--- src/rtl/fetch_stage.sv ---
// Instruction-fetch stage: owns the PC, issues word reads to imem, buffers the
// returned words in an in-order queue and presents {pc, instr} to decode.
// Taken branches/jumps redirect the PC; responses to wrong-path requests that
// are still outstanding are counted in drop_q and discarded on return.
//
//   state    | meaning
//   ---------+------------------------------------------------------------
//   ST_IDLE  | just out of reset, no requests issued
//   ST_FETCH | normal fetch, nothing pending to discard
//   ST_DRAIN | wrong-path responses still outstanding; new path may issue
module fetch_stage #(
    parameter logic [31:0] RESET_PC  = 32'h0000_0000,
    parameter int          BUF_DEPTH = 2
) (
    input  logic        clk,
    input  logic        rst,
    output logic        imem_req_valid,
    input  logic        imem_req_ready,
    output logic [31:0] imem_addr,
    input  logic        imem_rsp_valid,
    input  logic [31:0] imem_rsp_data,
    input  logic        redirect_valid,
    input  logic [31:0] redirect_pc,
    output logic        if_valid,
    input  logic        if_ready,
    output logic [31:0] if_pc,
    output logic [31:0] if_instr,
    output logic [6:0]  if_opcode
);

    localparam int PW = (BUF_DEPTH > 1) ? $clog2(BUF_DEPTH) : 1;
    // inflight can reach drop (<= BUF_DEPTH) plus BUF_DEPTH live requests
    localparam int CW = PW + 2;
    localparam logic [CW-1:0] DEPTH_C = CW'(BUF_DEPTH);

    typedef enum logic [1:0] {
        ST_IDLE  = 2'd0,
        ST_FETCH = 2'd1,
        ST_DRAIN = 2'd2
    } state_t;

    state_t        state_q, state_d;
    logic [31:0]   pc_q, pc_d;
    logic [CW-1:0] inflight_q, inflight_d;
    logic [CW-1:0] drop_q, drop_d;

    // PCs of live (not-to-be-dropped) outstanding requests, oldest first
    logic [31:0]   aq_pc_q [BUF_DEPTH];
    logic [31:0]   aq_pc_d [BUF_DEPTH];
    logic [PW-1:0] aq_wr_q, aq_wr_d, aq_rd_q, aq_rd_d;

    // instruction queue presented to decode
    logic [31:0]   dq_pc_q  [BUF_DEPTH];
    logic [31:0]   dq_pc_d  [BUF_DEPTH];
    logic [31:0]   dq_ins_q [BUF_DEPTH];
    logic [31:0]   dq_ins_d [BUF_DEPTH];
    logic [PW-1:0] dq_wr_q, dq_wr_d, dq_rd_q, dq_rd_d;
    logic [PW:0]   dq_cnt_q, dq_cnt_d;

    logic          valid_w;
    logic          pop;
    logic          req_valid;
    logic          req_fire;
    logic          rsp_any;
    logic          rsp_drop;
    logic          rsp_keep;
    logic          push;
    logic [CW-1:0] credit;
    logic [31:0]   head_pc;
    logic [31:0]   head_ins;

    // Handshake qualifiers and the request credit check
    always_comb begin
        valid_w  = (dq_cnt_q != '0);
        pop      = valid_w && if_ready;
        // A slot freed by this cycle's pop is refilled no earlier than next
        // cycle, so it can be lent to a new request; this keeps 1 instr/cycle.
        credit   = inflight_q - drop_q + CW'(dq_cnt_q) - CW'(pop);
        req_valid = (state_q != ST_IDLE) && !redirect_valid && (credit < DEPTH_C);
        req_fire = req_valid && imem_req_ready;
        rsp_any  = imem_rsp_valid && (inflight_q != '0);
        rsp_drop = rsp_any && (drop_q != '0);
        rsp_keep = rsp_any && (drop_q == '0);
        push     = rsp_keep && !redirect_valid;
    end

    // Next-state for PC, counters, FSM and both queues
    always_comb begin
        state_d    = state_q;
        pc_d       = pc_q;
        inflight_d = inflight_q + CW'(req_fire) - CW'(rsp_any);
        drop_d     = drop_q - CW'(rsp_drop);
        aq_pc_d    = aq_pc_q;
        aq_wr_d    = aq_wr_q;
        aq_rd_d    = aq_rd_q;
        dq_pc_d    = dq_pc_q;
        dq_ins_d   = dq_ins_q;
        dq_wr_d    = dq_wr_q;
        dq_rd_d    = dq_rd_q;
        dq_cnt_d   = dq_cnt_q;

        if (req_fire) begin
            pc_d             = pc_q + 32'd4;
            aq_pc_d[aq_wr_q] = pc_q;
            aq_wr_d          = aq_wr_q + PW'(1);
        end

        if (rsp_keep) begin
            aq_rd_d = aq_rd_q + PW'(1);
        end

        if (push) begin
            dq_pc_d[dq_wr_q]  = aq_pc_q[aq_rd_q];
            dq_ins_d[dq_wr_q] = imem_rsp_data;
            dq_wr_d           = dq_wr_q + PW'(1);
        end

        if (pop) begin
            dq_rd_d = dq_rd_q + PW'(1);
        end

        dq_cnt_d = dq_cnt_q + (PW+1)'(push) - (PW+1)'(pop);

        if (redirect_valid && (state_q != ST_IDLE)) begin
            // every request still outstanding after this edge is wrong-path
            pc_d     = redirect_pc & 32'hFFFF_FFFC;
            drop_d   = inflight_d;
            aq_rd_d  = aq_wr_d;
            dq_rd_d  = dq_wr_d;
            dq_cnt_d = '0;
        end

        if (state_q == ST_IDLE) begin
            state_d = ST_FETCH;
        end else begin
            state_d = (drop_d != '0) ? ST_DRAIN : ST_FETCH;
        end
    end

    // All state registers, synchronous active-high reset
    always_ff @(posedge clk) begin
        if (rst) begin
            state_q    <= ST_IDLE;
            pc_q       <= RESET_PC;
            inflight_q <= '0;
            drop_q     <= '0;
            aq_wr_q    <= '0;
            aq_rd_q    <= '0;
            dq_wr_q    <= '0;
            dq_rd_q    <= '0;
            dq_cnt_q   <= '0;
            for (int i = 0; i < BUF_DEPTH; i++) begin
                aq_pc_q[i]  <= '0;
                dq_pc_q[i]  <= '0;
                dq_ins_q[i] <= '0;
            end
        end else begin
            state_q    <= state_d;
            pc_q       <= pc_d;
            inflight_q <= inflight_d;
            drop_q     <= drop_d;
            aq_wr_q    <= aq_wr_d;
            aq_rd_q    <= aq_rd_d;
            dq_wr_q    <= dq_wr_d;
            dq_rd_q    <= dq_rd_d;
            dq_cnt_q   <= dq_cnt_d;
            aq_pc_q    <= aq_pc_d;
            dq_pc_q    <= dq_pc_d;
            dq_ins_q   <= dq_ins_d;
        end
    end

    // Decode-facing outputs read zero while the queue is empty
    always_comb begin
        head_pc  = valid_w ? dq_pc_q[dq_rd_q]  : 32'h0;
        head_ins = valid_w ? dq_ins_q[dq_rd_q] : 32'h0;
    end

    assign imem_req_valid = req_valid;
    assign imem_addr      = pc_q;
    assign if_valid       = valid_w;
    assign if_pc          = head_pc;
    assign if_instr       = head_ins;
    assign if_opcode      = head_ins[6:0];

endmodule

--- config.mk ---
export PLATFORM = sky130hd
export DESIGN_NAME = fetch_stage
export DESIGN_NICKNAME = d
export VERILOG_FILES = /design/src/rtl/fetch_stage.sv
export SDC_FILE = /design/constraint.sdc
export NUM_CORES = 1
export LEC_CHECK = 0
export BUFFER_PORTS_ARGS = -buffer_cell sky130_fd_sc_hd__buf_4
export CAP_MARGIN = 15
export CELL_PAD_IN_SITES_DETAIL_PLACEMENT = 1
export CELL_PAD_IN_SITES_GLOBAL_PLACEMENT = 2
export CORE_MARGIN = 2
export CORE_UTILIZATION = 34
export DETAILED_ROUTE_END_ITERATION = 8
export GPL_ROUTABILITY_DRIVEN = 0
export PLACE_DENSITY_LB_ADDON = 0.1
export SETUP_SLACK_MARGIN = 0.05
export SLEW_MARGIN = 15
export SYNTH_ARGS = -nofsm -noshare
export SYNTH_HDL_FRONTEND = slang
export SYNTH_SLANG_ARGS = --single-unit
--- constraint.sdc ---
create_clock -name clk -period 6.7 [get_ports clk]
set_clock_uncertainty 0.1 [all_clocks]
set_input_delay 0.67 -clock clk [delete_from_list [all_inputs] [get_ports clk]]
set_output_delay 0.67 -clock clk [all_outputs]
set_load 0.005 [all_outputs]
After elaboration in Yosys (flattened, before gate mapping)
Index checks and enable logic that the tools add are counted.
{"block": "totals", "register_bits": 238, "input_bits": 70, "out_inout_bits": 105, "wordCells": 94}
{"block": "op_classes", "add_sub_neg": 13, "n_lt_le_gt_ge": 7, "muxes": 29, "bitwise_logic": 4, "reduce_logical": 24}
{"op": "two-way mux 32 bit", "count": 15}
{"op": "bitwise mux 64 bit", "count": 3}
{"op": "demux 32 bit (select 1 bit)", "count": 2}
{"op": "adder 32 x 3 -> 32 bit, second input constant", "count": 1}
{"op": "logical AND 1 bit", "count": 11}
{"op": "nonzero test 2 bit", "count": 5}
{"op": "nonzero test 3 bit", "count": 3}
{"op": "subtractor 3 x 1 -> 3 bit", "count": 3}
{"op": ">= comparator 2 bit, second input constant", "count": 4}
{"op": "NOT 1 -> 2 bit", "count": 4}
{"op": "two-way mux 1 bit", "count": 7}
{"op": "adder 1 bit, second input constant", "count": 4}
{"op": "less-than comparator 2 x 1 -> 1 bit, second input constant", "count": 2}
{"op": "OR reduction 2 bit", "count": 2}
{"op": "adder 3 x 1 -> 3 bit", "count": 1}
{"op": "adder 3 x 2 -> 3 bit", "count": 1}
{"op": "logical NOT 3 bit", "count": 1}
{"op": "less-than comparator 3 x 2 -> 1 bit, second input constant", "count": 1}
{"op": "two-way mux 3 bit", "count": 1}
{"op": "subtractor 3 bit", "count": 1}
{"op": "adder 2 x 1 -> 2 bit", "count": 1}
{"op": "logical NOT 2 bit", "count": 1}
{"op": "two-way mux 2 bit", "count": 1}
{"op": "subtractor 2 x 1 -> 2 bit", "count": 1}
{"op": "logical NOT 1 bit", "count": 1}

Logic depth before layout (Yosys ltp)
Gate-level depths: netlist (run 1).
{"block": "depth", "word_depth": 12, "ltp_mapped": 22}

Worst setup path after synthesis (run 1)
No wires, ideal clock.
{"block": "synth_path", "kind": "register -> register", "from": "reg dq_cnt_q[1]", "to": "reg state_q[1]", "t_arrival_ns": 4.730, "setup_slack_ns": 1.755, "stages_incl_launch_ff": 23, "synth_period_minus_slack_ns": 4.945, "path_cell_list": "dfxtp_1 > nor2_1 > inv_1 > nand2_1 > fa_1 > inv_1 > fa_1 > nand2b_1 > fa_1 > xor2_1 > xnor2_1 > buf_2 > nor2_1 > buf_1 > inv_1 > ha_1 > inv_1 > ha_1 > fa_1 > xnor2_1 > xnor2_1 > a31oi_1 > and2_1"}
{"block": "synth_via", "elab_chain_len": 11, "word_cells_on_any_way": 12, "classes_between": "add/sub: 4; order compare: 1; mux: 2; reduce/logical: 5"}
{"item": "start: declaration", "line_no": "58", "source": "logic [PW:0] dq_cnt_q, dq_cnt_d;"}
{"item": "start signal: assignment", "line_no": "166", "source": "dq_cnt_q <= dq_cnt_d;"}
{"item": "nonzero test 2 bit", "line_no": "74", "source": "valid_w = (dq_cnt_q != '0);"}
{"item": "via if_valid", "line_no": "24", "source": "output logic if_valid,"}
{"item": "logical AND 1 bit", "line_no": "75", "source": "pop = valid_w && if_ready;"}
{"item": "subtractor 3 x 1 -> 3 bit", "line_no": "78", "source": "credit = inflight_q - drop_q + CW'(dq_cnt_q) - CW'(pop);"}
{"item": "less-than comparator 3 x 2 -> 1 bit", "line_no": "79", "source": "req_valid = (state_q != ST_IDLE) && !redirect_valid && (credit < DEPTH_C);"}
{"item": "logical AND 1 bit", "line_no": "79"}
{"item": "logical AND 1 bit", "line_no": "80", "source": "req_fire = req_valid && imem_req_ready;"}
{"item": "adder 3 x 1 -> 3 bit", "line_no": "91", "source": "inflight_d = inflight_q + CW'(req_fire) - CW'(rsp_any);"}
{"item": "subtractor 3 x 1 -> 3 bit", "line_no": "91"}
{"item": "two-way mux 3 bit", "line_no": "124", "source": "if (redirect_valid && (state_q != ST_IDLE)) begin"}
{"item": "nonzero test 3 bit", "line_no": "136", "source": "state_d = (drop_d != '0) ? ST_DRAIN : ST_FETCH;"}
{"item": "two-way mux 2 bit", "line_no": "136"}
{"item": "end signal: assignment", "line_no": "158", "source": "state_q <= state_d;"}
{"item": "end: declaration", "line_no": "42", "source": "state_t state_q, state_d;"}
The timed path passes the listed nets, and every way through them passes these cells.
A chain may end at the register's enable or synchronous reset.

Worst setup path after layout (run 1)
{"block": "layout_path", "from": "reg dq_cnt_q[1]", "to": "reg state_q[1]"}
{"block": "layout_via", "elab_chain_len": 11, "word_cells_on_any_way": 12, "classes_between": "add/sub: 4; order compare: 1; mux: 2; reduce/logical: 5"}
{"item": "parallel branches: the longest is 2 deep, another holds adder 3 x 2 -> 3 bit"}
{"item": "subtractor 3 x 1 -> 3 bit *", "line_no": "78"}
{"item": "less-than comparator 3 x 2 -> 1 bit *", "line_no": "79"}
{"item": "logical AND 1 bit *", "line_no": "79"}
{"item": "logical AND 1 bit *", "line_no": "80"}
{"item": "adder 3 x 1 -> 3 bit *", "line_no": "91"}
{"item": "subtractor 3 x 1 -> 3 bit *", "line_no": "91"}
{"item": "two-way mux 3 bit *", "line_no": "124"}
{"item": "nonzero test 3 bit *", "line_no": "136"}
{"item": "two-way mux 2 bit *", "line_no": "136"}
Every way passes the cells marked *.

==> results of run 1 <==
## critical path, stage by stage, from the launching register on
cell      delay [ps]
dfxtp_1          450
nor2_4            50
inv_1             80
nand2_1          140
fa_1             510
inv_1             50
fa_1             420
nand2b_1         170
fa_1             570
nand4b_4         310
nor2_1           230
inv_1             80
ha_1             270
inv_1             40
ha_1             190
fa_1             380
xnor2_1          150
xnor2_1          250
a31oi_1          140
and2_1           170
## sequential cells by signal, indices dropped and copies added, names as in the netlist, 2 cells and up
name        flops
state_q         2
dq_pc_q        60
drop_q          3
aq_pc_q        60
dq_cnt_q        2
dq_ins_q       64
imem_addr      30
inflight_q      3
## per-layer routing
layer	routed length, um	GRT usage, %
met1	14700	26.6
met2	11500	26.3
met3	1200	2.64
met4	420	3.79
met5	0	0
## final cells by class
cell class	count	area (um^2)	share of cell area, %
Clock inverter	3	17.5	0.141
Clock buffer	44	820	6.59
Sequential cell	228	4570	36.8
Tap cell	390	488	3.93
Inverter	18	67.6	0.544
Timing Repair Buffer	176	1330	10.7
Multi-Input combinational cell	753	5140	41.4
## kinds of logic (layout without fill, tap and decap cells)
logic type               Yosys count  after routing  share of synthesized area (%)
flip-flops                       228            228                           45.0
AO/OA/AOI/OAI                    134            134                           9.07
multiplexers                     218            218                           21.5
AND/OR/NAND/NOR                  359            359                           15.3
adder cells (fa/ha/maj)           16             16                           2.34
buffers and inverters            117            241                           4.83
XOR/XNOR                          22             22                           1.90
other                              1              4                         0.0369
## placed cells by master (no fill, tap or decap), types with 3 or more instances in the layout
cell,instances
nor4_1,8
nor3_1,15
nand2_1,19
clkbuf_16,27
and2_1,5
a211oi_1,72
dfxtp_1,226
mux2i_1,218
xor2_1,4
nor2b_1,3
nor2_1,268
xnor2_1,18
clkbuf_8,8
and3_1,7
inv_1,18
nand3_1,6
clkbuf_1,9
o21ai_0,24
and4_1,4
or4_1,3
fa_1,5
conb_1,4
a21oi_1,13
nand4_1,4
a311oi_1,6
a31oi_1,4
o31ai_1,3
buf_4,175
ha_1,7
## power breakdown
group	switching [mW]	leakage (nW)	total, mW	internal [mW]
combinational	0.738	2.13	1.31	0.577
clock	0.556	0.409	1.38	0.826
sequential	0.273	1.85	1.80	1.52
## per-stage QoR
stage / setup slack [ps] / util (%) / std cells / hold slack, ps / power [mW]
floorplan: 1750 / - / 1098 / 360 / 2.67
global placement: 1640 / 39.3 / 1565 / 371 / 3.15
detailed placement: 1620 / 39.3 / 1565 / 379 / 3.17
CTS: 1740 / 42.2 / 1612 / 274 / 4.58
global route: 1450 / 42.2 / 1612 / 278 / 4.79
finish: 1840 / 42.2 / 1612 / 294 / 4.49
## how the worst max path moves through the flow
stage	slack (ps)	depth (start not counted)	from	end
6_report	1840	19	dq_cnt_q[1]	state_q[1]
5_1_grt	1450	19	dq_cnt_q[1]	state_q[1]
4_1_cts	1740	19	dq_cnt_q[1]	state_q[1]
3_5_place_dp	1620	18	if_ready	state_q[1]
3_3_place_gp	1640	18	if_ready	state_q[1]
2_1_floorplan	1750	22	dq_cnt_q[1]	state_q[1]
==> results.md, run 1 <==
- Largest area contributor in the netlist: dfxtp_1
- Final net count: 1290
- TritonCTS clock tree: done
- Relative slew slack: 27.7%
- Max-cap viol count: 0
- Number of flops mapped to enable cells by yosys: 0
- # fillers: 3408
- Htree depth: 1
- Via Count: 8013
- Wirelength per Cell: 17.3 um
- R2R cell count: 19
- Die area: 31200 um^2
- Fraction of layout cells with a size suffix above 1: 18.8%
- Post-synthesis cell type count: roughly 50
- Worst-path maximum fanout: 19
- Initial antenna violation count: 0
- Final setup viols: 0
- Worst-Margin Slew: 1080 ps
- Std-Cell Rows: 63
- Mapped cell area: 10100 um^2
- Clk_lat worst skew: around 530 ps
- Final Hold Vio Count: 0
- Die Wd: around 180 um
- Max Slew Vio Count: 0
- Drt total wl: around 28000 um
- PostCTS Resize Cnt: 0
- RSZ-0062 raised after global routing: no
- Worst Hold Depth: 3
- Most common cell in the synthesized netlist: nor2_1
- Run status: complete, no violations
- Crit Path Class: flip-flop to flip-flop
- Grt total ovfl: 0
- Asr flop ratio synth: 0%
- Peak supply drop: 0.247 mV
- Fmax: 206 MHz
- Drt via density: 4.97
- Leakage: 4.38 nW
- Final Instance Area: 12400 um^2
- Post-DP Area: 11600 um^2
- Pwr dens: about 360 nW/um^2
- TritonCTS buffer count: 27
- Clock buffer depth: 3
- Hold Crit Endpoint: imem_addr[15]
- Syn avg cell area: between 9 and 10 um^2
- Worst Setup Start Kind: flip-flop
- Synth top cells by count: 269 x nor2_1, 228 x dfxtp_1, 218 x mux2i_1
- RR Endpoint: state_q[1]
- DR DRC count: 0
- #FFs+latches synth: 228
- Top-area cell type share of the netlist area: 45.0%
- Crit path required time: roughly 7000 ps
- Vias in the first global route: 8028
- Top_reg_cell synth: dfxtp_1
- Worst hold start: redirect_pc[15]
- Sequential area share after synthesis: 45.0%
- Synth-to-Final Area Change: 22.5%
- Num ports: between 150 and 200
- First-pass iteration count of the detailed router: 6
- Starting Density: 34.4%
- Post-CTS setup buffer count: 0
- Die Y-Extent: 177 um
- # clock sinks: 228
- Ranking of synthesized cells by area: dfxtp_1 45%, mux2i_1 21%, nor2_1 9.9%
- GRT Total Usage: 17.6%
- Port Buffers: 168
- Fin crit share: 72.5%
- Clock transition at path regs: ~60 ps
- Antenna-violating nets left: 0
- Iteration-0 DRC Markers: 365
- Synth warnings: 0
- Hold buffers post-CTS: 0
- Arr. time, crit path: 5180 ps
- Gate count of the mapped netlist: 1095
- Critical Path End Type: flip-flop
- First-pass GRT wire length: 44600 um
- CTS root buffer: clkbuf_16
- Minimum clock period after layout: 4860 ps
- DPL Wire Length: 17900 um
- Antenna fix cells: 0
- Hold Crit Class: primary input to flip-flop
- RR Startpoint: dq_cnt_q[1]
- Core area: just under 30000 um^2
- Reg-to-reg slack, setup: 1840 ps
- Total negative slack: 0 ps
- Largest net degree at the start of global routing: ~120
(Power assumes the default switching activity.)
==> inputs of run 2 (changes only) <==
CORE_UTILIZATION = 31   (was 34)
clock period = 4.3 ns   (was 6.7 ns; I/O delays follow)
==> run 2 against run 1 <==
  * Clock power is 56% higher
  * Core utilization down 2.7 points
  * Routed wire length increased by 3.0%
  * Critical endpoint unchanged
  * Largest cell class unchanged
  * Largest power group unchanged
  * Highest routed layer unchanged
==> results.md, run 2 (synthesized netlist as in run 1, its figures left out) <==
- Leakage: 4.52 nW (was 4.38 nW)
- Crit Path Class: flip-flop to flip-flop (unchanged)
- Fraction of layout cells with a size suffix above 1: 21.8% (was 18.8%)
- Port Buffers: 168 (unchanged)
- TritonCTS buffer count: 27 (unchanged)
- Combinational fraction of design power: 31.4% (was 29.3%)
- Crit path required time: 4620 ps (was 7020 ps)
- Relative slew slack: 27.4% (was 27.7%)
- DR DRC count: 0 (unchanged)
- Clock transition at path regs: 60 ps (about the same)
- # fillers: 3738 (was 3408)
- Reg-to-reg slack, setup: 140 ps (was 1840 ps)
- Clock power frac: 29.6% (was 30.7%)
- Worst-path maximum fanout: 2 (was 19)
- CTS root buffer: clkbuf_16 (unchanged)
- CP peak stage delay: 570 ps (about the same)
- RSZ-0062 raised after global routing: yes (was no)
- Worst Setup Start Kind: flip-flop (unchanged)
- Via Count: 8020 (was 8013)
- Final Hold Vio Count: 0 (unchanged)
- Met2 usage: 25.8% (was 26.3%)
- Final net count: 1307 (was 1290)
- Max-cap viol count: 0 (unchanged)
- Fin crit share: 96.8% (was 72.5%)
- Util after Layout: 39.5% (was 42.2%)
- Antenna fix cells: 0 (unchanged)
- Clk_lat worst skew: 530 ps (about the same)
- Iteration-0 DRC Markers: 297 (was 365)
- TritonCTS clock tree: done (unchanged)
- Clock buffer depth: 3 (unchanged)
- Drt via density: 4.77 (was 4.97)
- Core area: 32400 um^2 (was 29500 um^2)
- Top flop regs: dq_ins_q: 64 flops, aq_pc_q: 60 flops, dq_pc_q: 60 flops (unchanged)
- Grt total ovfl: 0 (unchanged)
- Vias in the first global route: 8184 (was 8028)
- Sw frac: 35.4% (was 34.9%)
- First-pass iteration count of the detailed router: 4 (was 6)
- Pwr dens: 568 nW/um^2 (was 362 nW/um^2)
- Post-DP Area: 11800 um^2 (was 11600 um^2)
- Crit-path most repeated cell: inv_2
- Delay-heaviest family, CP: adder cells (unchanged)
- Met1 Use GR: 24.4% (was 26.6%)
- Drt total wl: 28700 um (was 27900 um)
- Synth-to-Final Area Change: 25.8% (was 22.5%)
- Crit-path cells: nor2_4, inv_2, nand2_4, fa_1, inv_1, fa_1, nand2b_4, fa_2, nand4b_4, nor2_4, inv_2, ha_4, inv_2, ha_4, fa_2, xnor2_2, xnor2_2, a31oi_2, and2_1 (was nor2_4, inv_1, nand2_1, fa_1, inv_1, fa_1, nand2b_1, fa_1, nand4b_4, nor2_1, inv_1, ha_1, inv_1, ha_1, fa_1, xnor2_1, xnor2_1, a31oi_1, and2_1)
- GRT Total Usage: 16.6% (was 17.6%)
- Htree depth: 1 (unchanged)
- Most frequent cells in the layout: 267 x nor2_1, 224 x dfxtp_1, 218 x mux2i_1 (was 268 x nor2_1, 226 x dfxtp_1, 218 x mux2i_1)
- Critical Path End Type: flip-flop (unchanged)
- Wirelength per Cell: 17.1 um (was 17.3 um)
- Minimum clock period after layout: 4160 ps (was 4860 ps)
- Hold Crit Class: primary input to flip-flop (unchanged)
- GR met3 Demand/Resource: 2.46% (was 2.64%)
- Top Usage Layer GRT: met2 (was met1)
- Fmax: 240 MHz (was 206 MHz)
- Die Y-Extent: 185 um (was 177 um)
- Tot Pwr: 7.26 mW (was 4.49 mW)
- Placed Cells: 1628 (was 1565)
- Final setup viols: 0 (unchanged)
- Arr. time, crit path: 4480 ps (was 5180 ps)
- Die Wd: 185 um (was 177 um)
- Critical path buffers and inverters: 4 (unchanged)
- Largest Register: dq_ins_q (unchanged)
- Worst-Margin Slew: 1090 ps (was 1080 ps)
- Die area: 34200 um^2 (was 31200 um^2)
- Int Power: 4.69 mW (was 2.93 mW)
- Final Non-Filler Cells: 1683 (was 1612)
- Commonest non-fill, non-tap cell in the layout: nor2_1 (unchanged)
- Starting Density: 31.4% (was 34.4%)
- Largest net degree at the start of global routing: 97 (was 118)
- Seq pwr share: 39.0% (was 40.0%)
- P_sw: 2.57 mW (was 1.57 mW)
- DPL Wire Length: 18700 um (was 17900 um)
- Final Instance Area: 12800 um^2 (was 12400 um^2)
- Std-Cell Rows: 66 (was 63)
- Num ports: 175 (unchanged)
- Antenna-violating nets left: 0 (unchanged)
- Run status: complete, no violations (unchanged)
- Max Slew Vio Count: 0 (unchanged)
- Initial antenna violation count: 0 (unchanged)
- # clock sinks: 228 (unchanged)
- First-pass GRT wire length: 45600 um (was 44600 um)
- Peak supply drop: 0.335 mV (was 0.247 mV)
- CP max stage cell: fa_2 (was fa_1)
- Max FFs per register: 64 (unchanged)
[run 2: cell types whose count changed in the layout (fill, tap and decap cells not counted), moves of 3 or more]
cell,before,now
xnor2_2,0,3
clkinv_2,2,8
buf_4,175,188
xnor2_1,18,15
inv_2,0,3
buf_12,0,4
inv_1,18,15
[run 2: final cells by class]
cell class                      count  area (um^2)  area share [%]
Clock buffer                       40          785            6.14
Clock inverter                      9         47.5           0.372
Inverter                           18         67.6           0.529
Multi-Input combinational cell    753         5240            41.0
Sequential cell                   228         4570            35.8
Tap cell                          442          553            4.33
Timing Repair Buffer              193         1500            11.8
[run 2: power groups by stage]
stage	sequential [mW]	combinational [mW]	clock, mW
after floorplan	2.59	1.63	0
after global placement	2.88	2.14	0
after detailed placement	2.88	2.16	0
after CTS	2.84	2.18	2.22
after global routing	2.89	2.52	2.32
final	2.83	2.28	2.15
[run 2: path summary, 6_finish.rpt]
kind                  end  depth (start not counted)               from
max            state_q[1]                         19        dq_cnt_q[1]
min          dq_ins_q[52]                          3  imem_rsp_data[20]
max reg2reg    state_q[1]                         19        dq_cnt_q[1]
min reg2reg    dq_pc_q[2]                          2         dq_pc_q[2]
[run 2: through the flow]
stage	setup TNS [ps]	hold slack (ps)	worst slack [ps]
after floorplan	-51.3	360	-51.3
after global placement	0	371	37.3
after detailed placement	0	380	13.7
after CTS	0	24.6	50.1
after global routing	-49.3	36.5	-44.4
final	0	42.6	138
[run 2: repair_timing]
item                       CTS  global route
pin swaps                    3             9
gates resized for setup      3            12
setup buffers                2             4
setup endpoints to repair    2             4
hold buffers                 0             0
[run 2: metal layers]
layer | share of wire (%) | vias up
li1 | - | 4041
met5 | 0 | -
met2 | 42 | 147
met4 | 1.8 | 0
met3 | 3.6 | 36
met1 | 52 | 3796
[run 2: worst reg2reg max path: cells and delay by family, from the launching register on]
family | cells | cell delay, ps
buffers and inverters | 4 | 210
flip-flops | 1 | 360
AO/OA/AOI/OAI | 1 | 120
adder cells (fa/ha/maj) | 6 | 2270
AND/OR/NAND/NOR | 6 | 650
XOR/XNOR | 2 | 370
==> inputs of run 3 (changes only) <==
CORE_UTILIZATION = 34   (was 31)
clock period = 4.7 ns   (was 4.3 ns; I/O delays follow)
==> run 3 against run 2 <==
  * Via count decreased by 0.44%
  * Routed wire length decreased by 4.6%
  * Critical path depth unchanged
  * Total power decreased by 8.2%
  * Global-route usage increased by 0.53 points
  * Highest routed layer unchanged
  * Core utilization increased by 3.5 points
  * Clock-buffer cell count decreased by 2
  * Cell count decreased by 3.8%
==> results.md, run 3 (synthesized netlist as in run 1, its figures left out) <==
- Htree depth: 1 (unchanged)
- Wl on met1: 14400 um (was 15000 um)
- RR Startpoint: dq_cnt_q[1] (unchanged)
- Worst-Margin Slew: 1100 ps (was 1090 ps)
- Hold Crit Class: primary input to flip-flop (unchanged)
- Crit-path cells: nor2_4, inv_1, nand2_1, fa_1, inv_1, fa_1, nand2b_1, fa_2, nand4b_4, nor2_2, inv_1, ha_1, inv_1, ha_1, fa_1, xnor2_2, xnor2_2, a31oi_1, and2_1 (was nor2_4, inv_2, nand2_4, fa_1, inv_1, fa_1, nand2b_4, fa_2, nand4b_4, nor2_4, inv_2, ha_4, inv_2, ha_4, fa_2, xnor2_2, xnor2_2, a31oi_2, and2_1)
- Clock buffer depth: 3 (unchanged)
- Iteration-0 DRC Markers: 292 (was 297)
- Core area: 29500 um^2 (was 32400 um^2)
- Top flop regs: dq_ins_q: 64 flops, aq_pc_q: 60 flops, dq_pc_q: 60 flops (unchanged)
- Die area: 31200 um^2 (was 34200 um^2)
- Fraction of layout cells with a size suffix above 1: 20.3% (was 21.8%)
- Tot Pwr: 6.67 mW (was 7.26 mW)
- Setup slack at placement: 176 ps (was 13.7 ps)
- DR DRC count: 0 (unchanged)
- # fillers: 3380 (was 3738)
- Drt total wl: 27400 um (was 28700 um)
- DPL Wire Length: 18000 um (was 18700 um)
- Pwr dens: 527 nW/um^2 (was 568 nW/um^2)
- Relative slew slack: 27.0% (was 27.4%)
- Reg-to-reg slack, setup: 270 ps (was 140 ps)
- Met2 Routed Length: 11500 um (was 12200 um)
- First-pass GRT wire length: 43800 um (was 45600 um)
- Worst Setup Start Kind: flip-flop (unchanged)
- Peak supply drop: 0.370 mV (was 0.335 mV)
- Worst hold margin: 79.6 ps (was 42.6 ps)
- WL met3: 1010 um (was 1030 um)
- Initial antenna violation count: 0 (unchanged)
- Most frequent cells in the layout: 267 x nor2_1, 224 x dfxtp_1, 218 x mux2i_1 (unchanged)
- Drt via density: 4.93 (was 4.77)
- CP peak stage delay: 580 ps (was 570 ps)
- RR Endpoint: state_q[1] (unchanged)
- Largest Register: dq_ins_q (unchanged)
- R2R cell count: 19 (unchanged)
- Crit-path most repeated cell: inv_1 (was inv_2)
- Worst hold start: redirect_pc[15] (was imem_rsp_data[20])
- Max-cap viol count: 0 (unchanged)
- RSZ-0062 raised after global routing: no (was yes)
- Crit path required time: 5020 ps (was 4620 ps)
- Minimum clock period after layout: 4430 ps (was 4160 ps)
- # clock sinks: 228 (unchanged)
- CP Launch Point: dq_cnt_q[1] (unchanged)
- GRT Total Usage: 17.2% (was 16.6%)
- Final net count: 1295 (was 1307)
- Crit Path Class: flip-flop to flip-flop (unchanged)
- Via Count: 7985 (was 8020)
- Port Buffers: 168 (unchanged)
- Die Y-Extent: 177 um (was 185 um)
- Largest net degree at the start of global routing: 113 (was 97)
- Critical path endpoint: state_q[1] (unchanged)
- Worst-path maximum fanout: 3 (was 2)
- First-pass iteration count of the detailed router: 4 (unchanged)
- Synth-to-Final Area Change: 24.6% (was 25.8%)
- Max FFs per register: 64 (unchanged)
- Leakage: 4.49 nW (was 4.52 nW)
- CP max stage cell: fa_2 (unchanged)
- Fin crit share: 94.2% (was 96.8%)
- Total negative slack: 0 ps (unchanged)
- Clk_lat worst skew: 530 ps (about the same)
- Max Slew Vio Count: 0 (unchanged)
- Grt total ovfl: 0 (unchanged)
- Final Hold Vio Count: 0 (unchanged)
- Std-Cell Rows: 63 (was 66)
- TritonCTS buffer count: 27 (unchanged)
- CTS root buffer: clkbuf_16 (unchanged)
- Final setup viols: 0 (unchanged)
- Fmax: 226 MHz (was 240 MHz)
- Starting Density: 34.4% (was 31.4%)
- TritonCTS clock tree: done (unchanged)
- Antenna fix cells: 0 (unchanged)
- DR top layer: met4 (unchanged)
- Clock transition at path regs: 60 ps (about the same)
- Wirelength per Cell: 16.9 um (was 17.1 um)
- Fin worst setup slack: 274 ps (was 138 ps)
- Arr. time, crit path: 4750 ps (was 4480 ps)
- Commonest non-fill, non-tap cell in the layout: nor2_1 (unchanged)
- Run status: complete, no violations (unchanged)
- Antenna-violating nets left: 0 (unchanged)
- Vias in the first global route: 8035 (was 8184)
- Die Wd: 177 um (was 185 um)
- Critical Path End Type: flip-flop (unchanged)
- Num ports: 175 (unchanged)
[run 3: changes by cell type in the layout (fill, tap and decap cells not counted), sizes merged]
| cell | delta |
|---|---|
| inv | +1 |
| buf | -12 |
| clkbuf | -2 |
| clkinv | -3 |
| clkinvlp | +1 |
| bufinv | +3 |
[run 3: power breakdown]
part	switching (mW)	internal (mW)
Sequential	0.421	2.17
Combinational	1.03	0.868
Clock	0.818	1.36
Total	2.27	4.40
[run 3: timing repair]
action                                  4_1_cts  5_1_grt
gates resized for setup                       0        6
endpoints found under the setup margin        0        3
hold buffers                                  0        0
hold endpoints to repair                      0        0
setup buffers                                 0        1
[run 3: worst min path at each step]
| stage | end | slack, ps | cells past startpoint |
|---|---|---|---|
| final | imem_addr[15] | 80 | 3 |
| after global routing | dq_ins_q[24] | 80 | 3 |
| after CTS | imem_addr[15] | 50 | 3 |
| after detailed placement | dq_pc_q[51] | 380 | 2 |
| after global placement | aq_pc_q[17] | 370 | 2 |
| after floorplan | aq_pc_q[34] | 360 | 2 |
[run 3: layout make-up]
type / count / area (um^2) / share of cell area (%)
timing repair buffer: 181 / 1410 / 11.2
tap: 390 / 488 / 3.86
clock buffer: 38 / 808 / 6.39
clock inverter: 11 / 139 / 1.10
inverter: 18 / 67.6 / 0.534
multi-input combinational: 753 / 5160 / 40.8
sequential: 228 / 4570 / 36.1
[run 3: per-layer routing]
layer / GRT usage (%) / vias up
met4: 3.86 / 0
met1: 25.9 / 3797
met2: 25.7 / 150
met5: 0 / -
li1: - / 4002
met3: 2.47 / 36
[run 3: through the flow]
stage / utilization (%) / cells / instance area (um^2)
after floorplan: - / 1098 / 10200
after global placement: 39.6 / 1569 / 11700
after detailed placement: 39.6 / 1569 / 11700
after CTS: 42.8 / 1618 / 12600
after global routing: 42.9 / 1619 / 12700
final: 42.9 / 1619 / 12700
[run 3: worst max-delay path: cells and delay by family, from the launching register on]
family          cells  cell delay, ps
fa+ha+maj           6            2350
simple gates        6             720
xor+xnor            2             410
flops               1             380
buf+inv             4             210
compound gates      1             130
